[src/rtl/alu_muldiv_seq.sv]
// alu_muldiv_seq
//   Iterative unsigned multiply/divide sequencer (MUL, MULHU, DIVU, REMU) that
//   borrows the core ALU for one ADD or SUB per cycle. It keeps the partial
//   product or partial remainder in a local {hi, lo} register pair.
//   Multiply uses shift-add. Divide uses the restoring algorithm.
//   Every operation takes 32 iterations.
//
// Ports
//   clk        rising-edge clock
//   rst_n      asynchronous active-low reset
//   start      request; accepted only while ready=1 and abort=0
//   op         00 MUL (lo32), 01 MULHU (hi32), 10 DIVU, 11 REMU
//   src_a      multiplicand / dividend, sampled on accept
//   src_b      multiplier / divisor, sampled on accept
//   abort      flush; kills any in-flight operation
//   ready      1 in IDLE and DONE
//   busy       1 in RUN; the core routes alu_a/alu_b/alu_ctrl into its ALU
//   alu_a      ALU operand 1 drive
//   alu_b      ALU operand 2 drive
//   alu_ctrl   ALU control drive
//   alu_result ALU result, combinational from alu_a/alu_b/alu_ctrl
//   done       one-cycle pulse, result valid
//   result     final value, held until overwritten by the next completion
module alu_muldiv_seq #(
   parameter int         XLEN    = 32,
   parameter logic [3:0] ALU_ADD = 4'b0010,
   parameter logic [3:0] ALU_SUB = 4'b0011
) (
   input  logic            clk,
   input  logic            rst_n,
   input  logic            start,
   input  logic [1:0]      op,
   input  logic [XLEN-1:0] src_a,
   input  logic [XLEN-1:0] src_b,
   input  logic            abort,
   output logic            ready,
   output logic            busy,
   output logic [XLEN-1:0] alu_a,
   output logic [XLEN-1:0] alu_b,
   output logic [3:0]      alu_ctrl,
   input  logic [XLEN-1:0] alu_result,
   output logic            done,
   output logic [XLEN-1:0] result
);

   localparam int CW = $clog2(XLEN);
   localparam logic [CW-1:0] LAST = CW'(XLEN - 1);

   typedef enum logic [1:0] {S_IDLE, S_RUN, S_DONE} state_t;

   state_t          state_reg, state_next;
   logic [1:0]      op_reg;
   logic [XLEN-1:0] b_reg, hi_reg, lo_reg, result_reg;
   logic [CW-1:0]   count_reg;

   logic            accept;
   logic            is_div;
   logic [XLEN-1:0] rem_shift;
   logic [XLEN-1:0] sum_sel;
   logic            carry;
   logic            take;
   logic [XLEN-1:0] hi_step, lo_step;

   assign accept = start && !abort && (state_reg != S_RUN);
   assign is_div = op_reg[1];

   // State register
   always_ff @(posedge clk or negedge rst_n) begin
      if (!rst_n) state_reg <= S_IDLE;
      else        state_reg <= state_next;
   end

   // Next-state logic
   always_comb begin
      state_next = state_reg;
      case (state_reg)
         S_IDLE:  if (accept) state_next = S_RUN;
         S_RUN: begin
            if (abort)                   state_next = S_IDLE;
            else if (count_reg == LAST)  state_next = S_DONE;
         end
         S_DONE:  state_next = accept ? S_RUN : S_IDLE;
         default: state_next = S_IDLE;
      endcase
   end

   // Output logic. The ALU drive is parked at 0/0/ADD outside RUN.
   always_comb begin
      ready    = (state_reg != S_RUN);
      busy     = (state_reg == S_RUN);
      done     = (state_reg == S_DONE);
      alu_a    = '0;
      alu_b    = '0;
      alu_ctrl = ALU_ADD;
      if (state_reg == S_RUN) begin
         alu_a    = is_div ? rem_shift : hi_reg;
         alu_b    = b_reg;
         alu_ctrl = is_div ? ALU_SUB : ALU_ADD;
      end
   end

   // One iteration of the datapath.
   // The ALU only returns 32 bits, so the carry/borrow is rebuilt here
   // with a 32-bit unsigned compare.
   always_comb begin
      rem_shift = {hi_reg[XLEN-2:0], lo_reg[XLEN-1]};
      sum_sel   = lo_reg[0] ? alu_result : hi_reg;
      carry     = lo_reg[0] && (alu_result < hi_reg);
      // The bit shifted out of hi means the 33-bit remainder already exceeds B.
      take      = hi_reg[XLEN-1] || !(rem_shift < b_reg);
      if (is_div) begin
         hi_step = take ? alu_result : rem_shift;
         lo_step = {lo_reg[XLEN-2:0], take};
      end else begin
         hi_step = {carry, sum_sel[XLEN-1:1]};
         lo_step = {sum_sel[0], lo_reg[XLEN-1:1]};
      end
   end

   // Datapath registers
   always_ff @(posedge clk or negedge rst_n) begin
      if (!rst_n) begin
         op_reg     <= '0;
         b_reg      <= '0;
         hi_reg     <= '0;
         lo_reg     <= '0;
         count_reg  <= '0;
         result_reg <= '0;
      end else if (accept) begin
         op_reg    <= op;
         b_reg     <= src_b;
         hi_reg    <= '0;
         lo_reg    <= src_a;
         count_reg <= '0;
      end else if (state_reg == S_RUN && !abort) begin
         hi_reg    <= hi_step;
         lo_reg    <= lo_step;
         count_reg <= count_reg + CW'(1);
         // Ops 01 and 11 return the hi half.
         // Ops 00 and 10 return the lo half.
         if (count_reg == LAST)
            result_reg <= op_reg[0] ? hi_step : lo_step;
      end
   end

   assign result = result_reg;

endmodule

[config.mk]
export PLATFORM = sky130hd
export DESIGN_NAME = alu_muldiv_seq
export DESIGN_NICKNAME = d
export VERILOG_FILES = /design/src/rtl/alu_muldiv_seq.sv
export SDC_FILE = /design/constraint.sdc
export NUM_CORES = 1
export LEC_CHECK = 0
export CAP_MARGIN = 30
export CORE_UTILIZATION = 47
export CTS_CLUSTER_DIAMETER = 120
export DETAILED_ROUTE_END_ITERATION = 6
export GPL_ROUTABILITY_DRIVEN = 1
export GPL_TIMING_DRIVEN = 0
export PLACE_DENSITY = 0.78
export SYNTH_ARGS = -nofsm -noshare
export SYNTH_HDL_FRONTEND = slang
export SYNTH_SLANG_ARGS = --single-unit
[constraint.sdc]
create_clock -name clk -period 2.7 [get_ports clk]
set_input_delay 0.81 -clock clk [delete_from_list [all_inputs] [get_ports clk]]
set_output_delay 0.81 -clock clk [all_outputs]
set_load 0.02 [all_outputs]
# ---- Word level (Yosys, flattened, before mapping)
# Index checks and enable logic that the tools add are counted.
dict set report op_classes {
  add_sub_neg 1
  n_bitwise 1
  eq_ne 6
  n_lt_le_gt_ge 2
  reduce_logical 11
  n_mux 21
}
# op n
set ops {}
lappend ops {{$mux 32} 12}
lappend ops {{$lt 32x32->1} 2}
lappend ops {{$mux 5} 2}
lappend ops {{$mux 2} 3}
lappend ops {{$pmux 2 s3} 1}
lappend ops {{$add 5x1->5 const B} 1}
lappend ops {{$eq 5x5->1 const B} 1}
lappend ops {{$logic_and 1x1->1} 4}
lappend ops {{$mux 1} 3}
lappend ops {{$ne 3x2->1 const B} 1}
lappend ops {{$reduce_and 3->1} 1}
lappend ops {{$eq 2x1->1 const B} 1}
lappend ops {{$eq 2x2->1 const B} 1}
lappend ops {{$logic_not 1->1} 2}
lappend ops {{$logic_not 2->1} 1}
lappend ops {{$ne 2x1->1 const B} 1}
lappend ops {{$ne 2x2->1 const B} 1}
lappend ops {{$reduce_and 2->1} 1}
lappend ops {{$reduce_bool 2->1} 1}
lappend ops {{$logic_or 1x1->1} 1}
lappend ops {{$not 1->1} 1}
dict set report totals {
  in_bits 102
  regBits 137
  out_inout_bits 103
}

# ---- Longest topological paths before layout
# Gate-level depths: netlist of run 1.
dict set report depth {
  word_depth 7
  mapped_depth 13
  mapped_depth_nobuf 10
}

# ---- Worst setup path before layout of run 1
# OpenSTA, ideal clock, no wires.
dict set report synth_path {
  kind {flip-flop to output port}
  start {register op_reg[1]}
  end {output port alu_a[10]}
  n_path_buf 4
  arrival_ns 2.035
  path_stages_with_launch 7
  slack_ns -0.145
  required_time_ns 1.890
  path_cell_list {dfrtp_1 > clkbuf_1 > clkbuf_1 > clkbuf_1 > clkbuf_1 > mux2i_1 > nor2_1}
}
dict set report synth_between {
  elab_chain_len 2
}
# element line_no
set synth_lines {}
lappend synth_lines {{start: declaration} 52} ;# logic [1:0] op_reg;
lappend synth_lines {{start signal: assignment} 130} ;# op_reg <= op;
lappend synth_lines {{$mux 32} 96} ;# alu_a = is_div ? rem_shift : hi_reg;
lappend synth_lines {{$mux 32} 95} ;# if (state_reg == S_RUN) begin
lappend synth_lines {{end: declaration} 38} ;# output logic [XLEN-1:0] alu_a,
# No other way between the ends.

# ---- Worst setup path after layout of run 1
dict set report layout_path {
  start {register b_reg[1]}
  end {register hi_reg[23]}
}
dict set report layout_between {
  elab_chain_len 7
}
# element line_no
set layout_lines {}
lappend layout_lines {{start: declaration} 53} ;# logic [XLEN-1:0] b_reg, hi_reg, lo_reg, result_reg;
lappend layout_lines {{start signal: assignment} 131} ;# b_reg <= src_b;
lappend layout_lines {{$lt 32x32->1} 110} ;# take = hi_reg[XLEN-1] || !(rem_shift < b_reg);
lappend layout_lines {{$logic_not 1->1} 110}
lappend layout_lines {{$logic_or 1x1->1} 110}
lappend layout_lines {{$mux 32} 112} ;# hi_step = take ? alu_result : rem_shift;
lappend layout_lines {{$mux 32} 111} ;# if (is_div) begin
lappend layout_lines {{$mux 32} 135} ;# end else if (state_reg == S_RUN && !abort) begin
lappend layout_lines {{$mux 32} 129} ;# end else if (accept) begin
lappend layout_lines {{end signal: assignment} 136} ;# hi_reg <= hi_step;
lappend layout_lines {{end: declaration} 53}
# No other way between the ends. The select of a mux whose other input is x is not followed.
# A chain may end at the register's enable or synchronous reset.

==> results.py, run 1 <==
metrics = {
    "timing": {
        "setup_ws_ps": -216,
        "finalHoldViolCount": 0,
        "fin_setup_tns_ps": -9890,
        "fin_worst_skew_ps": 7.23,
        "grt_setup_unrepaired": "yes",
        "hold_ws_ps": 283,
        "setup_viol": 64,
        "maxSlewViolCount": 0,
        "relSlewSlack_pct": 30.3,
        "tightest_slew_ps": 1040,
        "post-route-min-period_ps": 2920,
        "fmax_mhz": 343,
        "fin_crit_sh_pct": 108,
    },
    "synth": {
        "synth-edff-count": 0,
        "synth_top_area_share_pct": 37.5,
        "synth_ff_type": "dfrtp_1",
        "ys_seq_area_share_pct": 37.5,
        "synth_area_per_cell_um2": 8.06,
        "syn-instance-count": 1135,
        "ys_ff_latch": 137,
        "async_reset_ff_share_pct": 100,
        "synth_warnings": 0,
        "yosysTopAreaCell": "dfrtp_1",
        "synthTopCellsByArea": "dfrtp_1 37%, ha_1 8.8%, mux2i_1 8.0%, nor2_1 6.4%, a21oi_1 5.9%",
        "syn-cell-area_um2": 9150,
        "synthDistinctLibCells": 51,
    },
    "floorplan": {
        "io_pins": 205,
        "die_x_um": 141,
        "dieHeight_um": 141,
        "core-area_um2": 18900,
        "num_rows": 50,
        "start_util_pct": 48.4,
        "die_area_um2": 20000,
    },
    "setup_path": {
        "arrival_ps": 3220,
        "critPathMaxFanout": 10,
        "cp-end-kind": "flip-flop",
        "cp_top_family": "compound AO/OA/AOI/OAI gates",
        "max_stage_delay_ps": 370,
        "required_ps": 3000,
        "critPathLaunchType": "flip-flop",
        "crit_chain": "inv_2 > ha_4 > a2111o_1 > a211oi_2 > o211ai_1 > a311o_1 > buf_6 > or2_1 > buf_6 > buf_6 > a21oi_4 > o31ai_1",
        "crit_type": "reg2reg",
        "crit_path_top_delay_cell": "dfrtp_1",
        "critical_path_buf_inv_count": 4,
        "crit_top_cell": "buf_6",
    },
    "layout": {
        "finalNonFillerCells": 1642,
        "fillCellCount": 1565,
        "syn2layout_area_growth_pct": 38.9,
        "drive_above_1_share_pct": 15.5,
        "finalNetCount": 1535,
        "antenna_cells": 0,
        "final_area_um2": 12700,
    },
    "power_and_ir_drop": {
        "power_density_nw_per_um2": 713,
        "leakagePower_uw": 0.00550,
        "ir_drop_v": 0.000734,
    },
    "global_routing": {
        "antenna_found_initial": 1,
        "first_global_vias": 9447,
        "grt_start_max_net_pins": 96,
        "grt_use_total_pct": 33.2,
        "grt.overflow.total": 0,
        "grt_pass1_wl_um": 51100,
    },
    "clocking": {
        "cts.path.max_buffers": 2,
        "clk-insertion-delay-late_ps": 430,
        "hold_buffers": 0,
        "cts_tree": "done",
        "numClockSinks": 137,
        "cts_made_buffers": 17,
        "htreeDepth": 4,
        "clk_pin_slew_ps": 60,
        "cts-root-buf": "clkbuf_16",
    },
    "route": {
        "drt_iter0_markers": 877,
        "drc": 0,
        "vias_per_cell": 5.85,
        "ant_nets": 0,
        "drt_pre_antenna_iters": 6,
        "wire_per_inst_um": 19.8,
        "vias": 9611,
        "routed_wl_um": 32600,
    },
    "place": {
        "place_inst": 1598,
        "place_area_um2": 11500,
        "port_buffers": 201,
        "gp_congestion": 0.952,
        "hpwl_um": 23600,
    },
    "run_status": {
        "violations": "setup timing",
        "outcome": "complete, but fails checks",
    },
    "min_path": {
        "hold_path.class": "in2async",
    },
    "job": {
        "cap_violations": 0,
    },
}
-- worst reg2reg max path, cell delays in order (launching register included) --
cell and delay (ps):
dfrtp_1 370, inv_2 90, ha_4 200, a2111o_1 360
a211oi_2 260, o211ai_1 170, a311o_1 360, buf_6 140
or2_1 210, buf_6 160, buf_6 180, a21oi_4 200
o31ai_1 90
-- metrics by stage --
| stage | power (uW) | worst slack, ps | utilization (%) |
|---|---|---|---|
| final | 9050 | -216 | 67.3 |
| after global routing | 9500 | -320 | 67.3 |
| after CTS | 8830 | -174 | 67.1 |
| after detailed placement | 5840 | -1470 | 60.9 |
| after global placement | 5750 | -4870 | 60.8 |
| after floorplan | 4710 | -145 | - |
-- worst paths after layout --
check                                 from          to  slack (ps)  depth (start not counted)
worst min register to register  result[21]  result[21]         510                          2
worst max register to register    b_reg[1]  hi_reg[23]        -220                         12
min in group clk                result[21]  result[21]         510                          2
worst min-delay path                 rst_n   b_reg[19]         280                          1
max in group asynchronous            rst_n  hi_reg[11]        1570                          2
worst max-delay path              b_reg[1]  hi_reg[23]        -220                         12
-- cells in the mapped netlist (2+ instances only) --
cell and number:
a22o_1 2, dfrtp_1 137, nor2b_1 2, buf_1 7, a211oi_1 23, o21ai_0 89
o21ai_1 37, a211o_1 2, nand2b_1 3, buf_6 4, nand3_1 7, ha_1 64
and3_1 2, a21oi_2 6, nor2_1 156, o211ai_1 3, nor3_1 44, mux2i_1 73
a41oi_1 2, nand4_1 12, nand2_1 120, mux2_2 2, o31ai_1 43, o221ai_1 9
clkbuf_1 70, a22oi_1 2, buf_4 3, a21oi_1 108, a21o_1 8, buf_2 3
conb_1 2, inv_1 71
-- cell type report --
type                       instances  area [um2]  share of cell area [%]
multi-input combinational        841        5670                    44.7
sequential                       137        3430                    27.0
timing repair buffer             219        1910                    15.0
buffer                            82         490                    3.86
clock buffer                      20         457                    3.59
tap                              260         325                    2.56
inverter                          71         267                    2.10
clock inverter                    12         149                    1.17
-- report_power, final --
group / leakage, uW / switching (uW) / internal (uW)
registers: 0.00180 / 344 / 2380
logic: 0.00340 / 2360 / 1520
clock network: 0.000300 / 949 / 1500
total: 0.00550 / 3650 / 5400
-- cell families after synthesis --
kind of cell	synth area share (%)
adders and majority gates	8.76
other	0.0821
AOI/OAI and AO/OA	22.6
muxes	8.24
buffers and inverters	6.98
and+or+nand+nor	15.8
DFF	37.5
-- metal layers --
metal | track usage [%] | routed length [um] | vias to the layer above
li1 | - | - | 4464
met1 | 43.9 | 13900 | 4623
met2 | 53.3 | 15300 | 446
met3 | 6.45 | 2290 | 76
met4 | 13.8 | 1080 | 2
met5 | 0 | 13 | -
-- layout by cell type (no fill, tap or decap), types with 12 or more instances in the layout --
cell type,n
nor2_1,155
dfrtp_1,132
clkbuf_1,54
clkbuf_16,21
a21oi_4,28
nand2_1,120
mux2i_1,72
nor3_1,35
a211oi_1,21
a21oi_1,85
ha_1,63
o31ai_1,22
clkbuf_2,31
buf_4,20
nand4_1,12
clkdlybuf4s50_1,134
inv_1,70
o21ai_0,84
buf_2,37
o21ai_1,41
-- repair_timing --
action | in CTS | in global routing
cloned | 1 | 1
pin swaps | 34 | 8
endpoints found under the setup margin | 158 | 117
resized for setup | 311 | 79
buffers inserted | 13 | 2
No activity file was read; power rests on OpenSTA's default activity.
==> run 2, diff against run 1 <==
Settings changed: MAX_ROUTING_LAYER from default to met4.
==> results.py, run 2 (synthesized netlist as in run 1, its figures left out) <==
metrics = {
    "global_routing": {
        "grt_use_total_pct": 34.5,
        "grt_pass1_wl_um": 51500,
        "grt_start_max_net_pins": 77,
        "grt.overflow.total": 0,
        "first_global_vias": 9489,
        "antenna_found_initial": 1,
    },
    "timing": {
        "maxSlewViolCount": 0,
        "setup_ws_ps": -183,
        "finalHoldViolCount": 0,
        "fmax_mhz": 347,
        "post-route-min-period_ps": 2880,
        "fin_crit_sh_pct": 107,
        "tightest_slew_ps": 1070,
        "setup_viol": 64,
        "fin_worst_skew_ps": 11.0,
        "relSlewSlack_pct": 28.9,
        "grt_setup_unrepaired": "yes",
    },
    "route": {
        "vias_per_cell": 5.98,
        "wire_per_inst_um": 20.3,
        "drc": 0,
        "drt_iter0_markers": 850,
        "vias": 9840,
        "routed_wl_um": 33400,
        "ant_nets": 0,
        "drt_pre_antenna_iters": 7,
    },
    "place": {
        "port_buffers": 201,
        "hpwl_um": 23500,
        "place_area_um2": 11500,
        "gp_congestion": 0.979,
        "pre_cts_ws_ps": -1530,
    },
    "job": {
        "cap_violations": 0,
    },
    "power_and_ir_drop": {
        "leakagePower_uw": 0.00563,
        "power_density_nw_per_um2": 732,
        "ir_drop_v": 0.000510,
    },
    "setup_path": {
        "cp_top_family": "compound AO/OA/AOI/OAI gates",
        "arrival_ps": 3180,
        "required_ps": 3000,
        "critPathMaxFanout": 5,
        "critPathLaunchType": "flip-flop",
        "cp-end-kind": "flip-flop",
        "crit_type": "reg2reg",
        "path_depth": 12,
        "crit_chain": "inv_2 > ha_4 > a2111o_1 > a211oi_2 > o211ai_1 > a311o_1 > buf_6 > or2_4 > clkbuf_16 > buf_16 > a21oi_4 > o21ai_2",
        "reg2regPathDepth": 12,
        "critical_path_buf_inv_count": 4,
        "crit_path_top_delay_cell": "dfrtp_1",
        "max_stage_delay_ps": 380,
    },
    "min_path": {
        "hold_path.class": "in2async",
    },
    "floorplan": {
        "io_pins": 205,
        "start_util_pct": 48.4,
        "core-area_um2": 18900,
        "dieHeight_um": 141,
        "die_area_um2": 20000,
        "num_rows": 50,
        "die_x_um": 141,
    },
    "clocking": {
        "clk_pin_slew_ps": 60,
        "cts_tree": "done",
        "clk-insertion-delay-late_ps": 430,
        "htreeDepth": 4,
        "hold_buffers": 0,
        "cts_made_buffers": 17,
        "numClockSinks": 137,
        "cts.path.max_buffers": 2,
        "cts-root-buf": "clkbuf_16",
    },
    "run_status": {
        "violations": "setup timing",
        "outcome": "complete, but fails checks",
    },
    "layout": {
        "final_cell_mix": "154 x nor2_1, 130 x dfrtp_1, 128 x clkdlybuf4s50_1, 120 x nand2_1, 84 x a21oi_1",
        "layout.cells.most_common": "nor2_1",
        "final_area_um2": 13000,
        "drive_above_1_share_pct": 16.9,
        "finalNetCount": 1538,
        "syn2layout_area_growth_pct": 41.8,
    },
}
-- run 2: what timing repair did --
item,CTS,global route
setup buffers,14,1
endpoints found under the hold margin,0,0
setup endpoints to repair,159,119
pin swaps,29,37
cloned,1,3
gates resized for setup,275,136
-- run 2: worst paths after layout --
kind                         startpoint            to  slack (ps)
setup reg to reg               b_reg[1]     result[2]        -180
min in group clk           count_reg[2]  count_reg[2]         500
setup / recovery               b_reg[1]     result[2]        -180
hold reg to reg            count_reg[2]  count_reg[2]         500
hold / removal                    rst_n     b_reg[18]         370
max in group asynchronous         rst_n    hi_reg[14]        1450
-- run 2: report_power, final --
part / internal (uW) / switching, uW / leakage (uW) / total (uW)
clock network: 1690 / 954 / 0.000317 / 2640
registers: 2390 / 353 / 0.00179 / 2740
logic: 1670 / 2440 / 0.00352 / 4110
-- run 2: routing by layer --
layer	global-route usage [%]	part of all wire (%)
met3	5.37	7.9
met1	44.6	41
met4	14.2	4.7
met5	-	0
met2	54.2	46
-- run 2: cell type report --
| type | instances | area (um2) |
|---|---|---|
| Fill cell | 1562 | 5930 |
| Multi-Input combinational cell | 841 | 5760 |
| Sequential cell | 137 | 3440 |
| Timing Repair Buffer | 221 | 2020 |
| Buffer | 83 | 503 |
| Clock buffer | 21 | 460 |
| Tap cell | 260 | 325 |
| Inverter | 71 | 267 |
| Clock inverter | 11 | 194 |
| Antenna cell | 1 | 2.50 |
-- run 2: through the flow --
stage / total power, uW / utilization [%] / TNS [ps] / std cells / hold WS, ps
floorplan: 4710 / - / -4350 / 1136 / 465
global placement: 5750 / 60.8 / -765520 / 1597 / 490
detailed placement: 5840 / 60.9 / -109170 / 1598 / 499
CTS: 8980 / 67.2 / -8020 / 1641 / 394
global route: 9940 / 68.6 / -9970 / 1646 / 417
finish: 9490 / 68.6 / -7930 / 1646 / 374
